<file path="config.mk">
export PLATFORM = sky130hd
export DESIGN_NAME = control_unit
export DESIGN_NICKNAME = d
export VERILOG_FILES = /design/src/rtl/cu_pkg.sv /design/src/rtl/cu_wait_counter.sv /design/src/rtl/control_unit.sv
export SDC_FILE = /design/constraint.sdc
export NUM_CORES = 1
export LEC_CHECK = 0
export CORE_MARGIN = 2
export CORE_UTILIZATION = 30
export CTS_CLUSTER_DIAMETER = 100
export DETAILED_ROUTE_END_ITERATION = 8
export HOLD_SLACK_MARGIN = 0.12
export PLACE_DENSITY = 0.65
export SYNTH_ARGS = -nofsm -noshare
export SYNTH_HDL_FRONTEND = slang
export SYNTH_SLANG_ARGS = --single-unit
</file>
<file path="constraint.sdc">
create_clock -name clk -period 3.23 [get_ports clk]
set_input_delay 0.646 -clock clk [delete_from_list [all_inputs] [get_ports clk]]
set_output_delay 0.646 -clock clk [all_outputs]
set_load 0.01 [all_outputs]
</file>
<file path="src/rtl/cu_pkg.sv">
// Shared encodings for the multicycle control unit: state codes, instruction
// fields, ALU operation codes and datapath mux selects.
package cu_pkg;

    localparam logic [4:0] S_RESET    = 5'd0;
    localparam logic [4:0] S_FETCH    = 5'd1;
    localparam logic [4:0] S_FETCH_LD = 5'd2;
    localparam logic [4:0] S_DECODE   = 5'd3;
    localparam logic [4:0] S_R_EX     = 5'd4;
    localparam logic [4:0] S_WB_R     = 5'd5;
    localparam logic [4:0] S_ADDI_EX  = 5'd6;
    localparam logic [4:0] S_WB_I     = 5'd7;
    localparam logic [4:0] S_MEMADR   = 5'd8;
    localparam logic [4:0] S_LW_RD    = 5'd9;
    localparam logic [4:0] S_WB_L     = 5'd10;
    localparam logic [4:0] S_SW       = 5'd11;
    localparam logic [4:0] S_BEQ      = 5'd12;
    localparam logic [4:0] S_JUMP     = 5'd13;
    localparam logic [4:0] S_HALT     = 5'd14;

    localparam logic [5:0] OP_RTYPE = 6'h00;
    localparam logic [5:0] OP_J     = 6'h02;
    localparam logic [5:0] OP_BEQ   = 6'h04;
    localparam logic [5:0] OP_ADDI  = 6'h08;
    localparam logic [5:0] OP_BREAK = 6'h0D;
    localparam logic [5:0] OP_LW    = 6'h23;
    localparam logic [5:0] OP_SW    = 6'h2B;

    localparam logic [5:0] F_ADD = 6'h20;
    localparam logic [5:0] F_SUB = 6'h22;
    localparam logic [5:0] F_AND = 6'h24;

    localparam logic [2:0] ULA_NOP = 3'b000;
    localparam logic [2:0] ULA_ADD = 3'b001;
    localparam logic [2:0] ULA_SUB = 3'b010;
    localparam logic [2:0] ULA_AND = 3'b011;
    localparam logic [2:0] ULA_CMP = 3'b111;

    localparam logic IORD_PC      = 1'b0;
    localparam logic IORD_ALUOUT  = 1'b1;
    localparam logic WREG_RT      = 1'b0;
    localparam logic WREG_RD      = 1'b1;
    localparam logic WDATA_ALUOUT = 1'b0;
    localparam logic WDATA_MDR    = 1'b1;
    localparam logic ULAA_PC      = 1'b0;
    localparam logic ULAA_A       = 1'b1;

    localparam logic [1:0] ULAB_B      = 2'b00;
    localparam logic [1:0] ULAB_FOUR   = 2'b01;
    localparam logic [1:0] ULAB_IMM    = 2'b10;
    localparam logic [1:0] ULAB_IMM_SH = 2'b11;

    localparam logic [1:0] PCSRC_ALU    = 2'b00;
    localparam logic [1:0] PCSRC_ALUOUT = 2'b01;
    localparam logic [1:0] PCSRC_JUMP   = 2'b10;

    function automatic logic rtype_supported(input logic [5:0] funct);
        return (funct == F_ADD) || (funct == F_SUB) || (funct == F_AND);
    endfunction

    function automatic logic [2:0] rtype_ula(input logic [5:0] funct);
        case (funct)
            F_SUB:   return ULA_SUB;
            F_AND:   return ULA_AND;
            default: return ULA_ADD;
        endcase
    endfunction

endpackage

</file>
<file path="src/rtl/cu_wait_counter.sv">
// Dwell counter for memory-read states: restarts on every state change and
// flags the last cycle of a MEM_LAT-cycle read.
module cu_wait_counter #(
    parameter int unsigned MEM_LAT = 1
) (
    input  logic clk,
    input  logic reset,
    input  logic clr,
    output logic done
);

    localparam logic [2:0] LAST = 3'(MEM_LAT - 1);

    logic [2:0] count;

    // Saturate so an absorbing state never wraps back onto LAST.
    always_ff @(posedge clk) begin
        if (reset || clr) begin
            count <= 3'd0;
        end else if (count != 3'd7) begin
            count <= count + 3'd1;
        end
    end

    assign done = (count == LAST);

endmodule

</file>
<file path="src/rtl/control_unit.sv">
// Multicycle Moore control FSM for the add/sub/and/addi/lw/sw/beq/j/break
// subset; drives every datapath enable, ALU op and mux select.
module control_unit
    import cu_pkg::*;
#(
    parameter int unsigned MEM_LAT = 1
) (
    input  logic       clk,
    input  logic       reset,
    input  logic [5:0] OPCODE,
    input  logic [5:0] FUNCT,
    input  logic       Of,
    input  logic       Eq,
    output logic       PC_w,
    output logic       MEM_w,
    output logic       IR_w,
    output logic       RB_w,
    output logic       AB_w,
    output logic       ALUOUT_w,
    output logic       MDR_w,
    output logic [2:0] ULA_c,
    output logic       M_IORD,
    output logic       M_WREG,
    output logic       M_WDATA,
    output logic       M_ULAA,
    output logic [1:0] M_ULAB,
    output logic [1:0] M_PCSRC,
    output logic       halted,
    output logic       exc_ovf,
    output logic [4:0] state_dbg
);

    logic [4:0] state;
    logic [4:0] state_nxt;
    logic       ovf_set;
    logic       state_change;
    logic       wait_done;

    assign state_change = (state_nxt != state);

    cu_wait_counter #(
        .MEM_LAT (MEM_LAT)
    ) u_wait (
        .clk   (clk),
        .reset (reset),
        .clr   (state_change),
        .done  (wait_done)
    );

    always_comb begin
        state_nxt = state;
        ovf_set   = 1'b0;
        case (state)
            S_RESET:    state_nxt = S_FETCH;
            S_FETCH:    if (wait_done) state_nxt = S_FETCH_LD;
            S_FETCH_LD: state_nxt = S_DECODE;
            S_DECODE: begin
                case (OPCODE)
                    OP_RTYPE:     state_nxt = rtype_supported(FUNCT) ? S_R_EX : S_HALT;
                    OP_ADDI:      state_nxt = S_ADDI_EX;
                    OP_LW, OP_SW: state_nxt = S_MEMADR;
                    OP_BEQ:       state_nxt = S_BEQ;
                    OP_J:         state_nxt = S_JUMP;
                    default:      state_nxt = S_HALT;
                endcase
            end
            S_R_EX: begin
                // and cannot overflow, so only add/sub trap.
                if (Of && (FUNCT == F_ADD || FUNCT == F_SUB)) begin
                    ovf_set   = 1'b1;
                    state_nxt = S_HALT;
                end else begin
                    state_nxt = S_WB_R;
                end
            end
            S_ADDI_EX: begin
                if (Of) begin
                    ovf_set   = 1'b1;
                    state_nxt = S_HALT;
                end else begin
                    state_nxt = S_WB_I;
                end
            end
            S_MEMADR:   state_nxt = (OPCODE == OP_LW) ? S_LW_RD : S_SW;
            S_LW_RD:    if (wait_done) state_nxt = S_WB_L;
            S_WB_R, S_WB_I, S_WB_L, S_SW, S_BEQ, S_JUMP: state_nxt = S_FETCH;
            S_HALT:     state_nxt = S_HALT;
            default:    state_nxt = S_HALT;
        endcase
    end

    always_ff @(posedge clk) begin
        if (reset) begin
            state   <= S_RESET;
            exc_ovf <= 1'b0;
        end else begin
            state <= state_nxt;
            if (ovf_set) begin
                exc_ovf <= 1'b1;
            end
        end
    end

    always_comb begin
        PC_w     = 1'b0;
        MEM_w    = 1'b0;
        IR_w     = 1'b0;
        RB_w     = 1'b0;
        AB_w     = 1'b0;
        ALUOUT_w = 1'b0;
        MDR_w    = 1'b0;
        ULA_c    = ULA_NOP;
        M_IORD   = IORD_PC;
        M_WREG   = WREG_RT;
        M_WDATA  = WDATA_ALUOUT;
        M_ULAA   = ULAA_PC;
        M_ULAB   = ULAB_B;
        M_PCSRC  = PCSRC_ALU;
        case (state)
            S_FETCH: begin
                M_ULAB = ULAB_FOUR;
                ULA_c  = ULA_ADD;
            end
            S_FETCH_LD: begin
                M_ULAB = ULAB_FOUR;
                ULA_c  = ULA_ADD;
                IR_w   = 1'b1;
                PC_w   = 1'b1;
            end
            S_DECODE: begin
                // Branch target is precomputed here into ALUOut.
                AB_w     = 1'b1;
                M_ULAB   = ULAB_IMM_SH;
                ULA_c    = ULA_ADD;
                ALUOUT_w = 1'b1;
            end
            S_R_EX: begin
                M_ULAA   = ULAA_A;
                M_ULAB   = ULAB_B;
                ULA_c    = rtype_ula(FUNCT);
                ALUOUT_w = 1'b1;
            end
            S_WB_R: begin
                RB_w   = 1'b1;
                M_WREG = WREG_RD;
            end
            S_ADDI_EX, S_MEMADR: begin
                M_ULAA   = ULAA_A;
                M_ULAB   = ULAB_IMM;
                ULA_c    = ULA_ADD;
                ALUOUT_w = 1'b1;
            end
            S_WB_I: RB_w = 1'b1;
            S_LW_RD: begin
                M_IORD = IORD_ALUOUT;
                MDR_w  = wait_done;
            end
            S_WB_L: begin
                RB_w    = 1'b1;
                M_WDATA = WDATA_MDR;
            end
            S_SW: begin
                M_IORD = IORD_ALUOUT;
                MEM_w  = 1'b1;
            end
            S_BEQ: begin
                M_ULAA  = ULAA_A;
                M_ULAB  = ULAB_B;
                ULA_c   = ULA_CMP;
                M_PCSRC = PCSRC_ALUOUT;
                PC_w    = Eq;
            end
            S_JUMP: begin
                PC_w    = 1'b1;
                M_PCSRC = PCSRC_JUMP;
            end
            default: ;
        endcase
    end

    assign halted    = (state == S_HALT);
    assign state_dbg = state;

endmodule

</file>
==> qor.csv <==
stage,metric,value,unit
status,outcome,finished clean,
synthesis,synthesis-stage register bit count,9,
timing,final hold slack,0.504,ns
timing,Worst Skew,0.00855,ns
worst_setup_path,critical path class,input port to primary output,
worst_setup_path,"Arr. time, crit path",2.47,ns
timing,unrepaired setup endpoints after global routing,no,
detailed_routing,Routed WL,3170,um
grt,vias in the first global route,1216,
place,Port Buf Inserts,40,
place,dpl cell area,1510,sq um
cells_and_area,multi-input logic area,791,sq um
timing,setup TNS,0,ns
worst_setup_path,Worst Setup Start Kind,input port,
grt,gr ovfl total,0,
timing,FMAX,321,MHz
detailed_routing,first drt pass iteration count,4,
job,MaxCap Viol Count,0,
synthesis,register area share after synthesis,17.3,%
timing,final setup vio count,0,
worst_hold_path,Hold Crit Class,flop to flop,
clocking,Sink Count,9,
grt,initial antenna violation count,0,
clocking,H-tree depth,1,
place,placed cell count,234,
floorplan,die area,3950,sq um
clocking,CTS tree,done,
timing,Final Slew Violations,0,
worst_setup_path,maximum net fanout on the critical path,3,
pwr,Leak,0.555,nW
cells_and_area,most frequent cells in the layout,"clkdlybuf4s50_1, nor2_1, nand2_1",
detailed_routing,DRC violations left,0,
timing,relative slew slack,65.7,%
clocking,Post CTS Setup Buffer Count,0,
pwr,Worst VDD drop,106,uV
worst_setup_path,Crit path top cell by count,clkdlybuf4s50_1,
worst_setup_path,worst path cell trace,"clkdlybuf4s50_1, or4b_4, o21ai_0, and3_1, clkdlybuf4s50_1",
clocking,clock buffer depth,2,
pwr,"Power, Total",404,uW
grt,largest net degree at the start of global routing,26,
synthesis,yosys warns,0,
detailed_routing,DR WL/cell,13.3,um
clocking,worst skew pair latency,0.26,ns
pwr,PwrDens,262,nW/um^2
detailed_routing,initial drt markers,53,
synthesis,Mapped Cells,150,
cells_and_area,post-route cell area,1540,sq um
worst_setup_path,critical path endpoint category,primary output,
timing,final worst slack,0.118,ns
detailed_routing,Vias/cell,5.24,
synthesis,Yosys top cell area share,17.3,%
detailed_routing,ANT nets after route,0,
synthesis,syn avg cell area,6.92,sq um
floorplan,IO Pins,41,
worst_setup_path,Worst path max stage delay,0.55,ns
place,Placer Congestion,0.849,
clocking,Clock Tree Root,clkbuf_4,
worst_setup_path,Critical Path RT,2.58,ns
cells_and_area,Reg area,180,sq um
synthesis,Yosys top cell by area,dfxtp_1,
grt,GRT Total Usage,16.3,%
floorplan,die height,62.8,um
place,pre-CTS setup slack,0.0805,ns
cells_and_area,layout cells sized above 1,8.85,%
detailed_routing,Vias,1246,
clocking,CTS resizes,0,
floorplan,num rows,21,
timing,min Tclk post-route,3.11,ns
worst_setup_path,CP max-delay cell,or4b_4,
timing,Tightest Pin Transition,0.508,ns
synthesis,post-synthesis cell type count,47,
floorplan,Die X,62.8,um
timing,crit share post-route,96.3,%
cells_and_area,"commonest non-fill, non-tap cell in the layout",clkdlybuf4s50_1,
synthesis,Mapped Area,1040,sq um
clocking,hold_buf cts,0,
cells_and_area,diode count,0,
clocking,"Clk pin slew, worst setup/hold paths",0.06,ns
cells_and_area,Final Util,46.2,%
clocking,Num CTS Buffers,3,
cells_and_area,area grow syn2layout,48.4,%
synthesis,synth top area cells,"dfxtp_1, nor2_1, a21oi_1, nand2_1, a31oi_1",
grt,first-pass GRT wire length,5400,um
synthesis,post-synth net total,169,
cells_and_area,FILL cells,349,
cells_and_area,Post-Layout Cell Count,238,
place,Detailed Place HPWL,2540,um
floorplan,area of the core,3340,sq um
timing,final hold violations,0,
floorplan,Initial Utilization,31.1,%
cells_and_area,# nets final,212,
==> cell families after synthesis <==
| family | count (synthesis) | share of synthesized area [%] |
|---|---|---|
| flip-flops | 9 | 17.3 |
| AO/OA/AOI/OAI | 43 | 29.8 |
| AND/OR/NAND/NOR | 69 | 35.7 |
| other | 1 | 0.361 |
| XOR/XNOR | 4 | 3.37 |
| buffers and inverters | 18 | 6.87 |
| adder cells (fa/ha/maj) | 3 | 3.61 |
| multiplexers | 3 | 3.01 |
==> Yosys cell counts (all sizes together) <==
cell type and n:
o21bai 1, o211a 1, a41oi 2, inv 9, or4b 1, a2111oi 1
a22oi 1, conb 1, nor4b 3, a41o 1, nor3b 1, clkbuf 4
o41ai 1, xnor2 3, nand3 3, a211oi 5, mux2i 2, a31oi 7
nand4 2, and2 2, o21ba 1, nor2b 4, nor3 8, or3b 1
and3 1, o32a 4, nand2 13, dfxtp 9, o311a 1, o21ai 4
o2111ai 2, or3 2, mux2 1, a21oi 10, xor2 1, ha 3
buf 5, or2 2, a221o 1, nor4bb 1, nor2 18, nand3b 2
nand2b 5
==> state kept, by name, indices dropped and copies added, names as in the netlist <==
| signal | flops |
|---|---|
| exc_ovf | 1 |
| state_dbg | 5 |
| u_wait.count | 3 |
==> layer usage <==
layer / vias up / GRT usage, % / wire (um)
li1: 639 / - / -
met2: 41 / 29.2 / 1570
met1: 564 / 20.6 / 1460
met4: 0 / 3.89 / 14
met3: 2 / 2.16 / 134
met5: - / 0 / 0
==> where the power goes <==
| group | switching [mW] | internal (mW) |
|---|---|---|
| sequential | 0.0114 | 0.117 |
| clock | 0.0393 | 0.0476 |
| combinational | 0.0956 | 0.0935 |
| total | 0.146 | 0.258 |
==> worst max-delay path, delay by kind of cell <==
family	cells	cell delay, ns
and+or+nand+nor	2	0.71
AOI/OAI and AO/OA	1	0.15
buffers and inverters	2	0.95
==> worst paths after layout <==
kind         cells after the start  slack [ns]                     from                           end
min reg2reg                      2        0.50     exc_ovf$_SDFFE_PP0P_          exc_ovf$_SDFFE_PP0P_
min                              2        0.50     exc_ovf$_SDFFE_PP0P_          exc_ovf$_SDFFE_PP0P_
max                              5        0.12                 FUNCT[0]                      ULA_c[1]
max reg2reg                      7        0.93  state_dbg[2]$_SDFF_PP0_  u_wait.count[2]$_SDFFE_PP0P_
==> layout make-up <==
| type | count | area share [%] |
|---|---|---|
| multi-input combinational | 123 | 51.3 |
| timing repair buffer | 47 | 29.4 |
| clock buffer | 4 | 1.70 |
| sequential | 9 | 11.7 |
| tap | 46 | 3.73 |
| inverter | 9 | 2.19 |
Power figures use the tool's default switching activity.
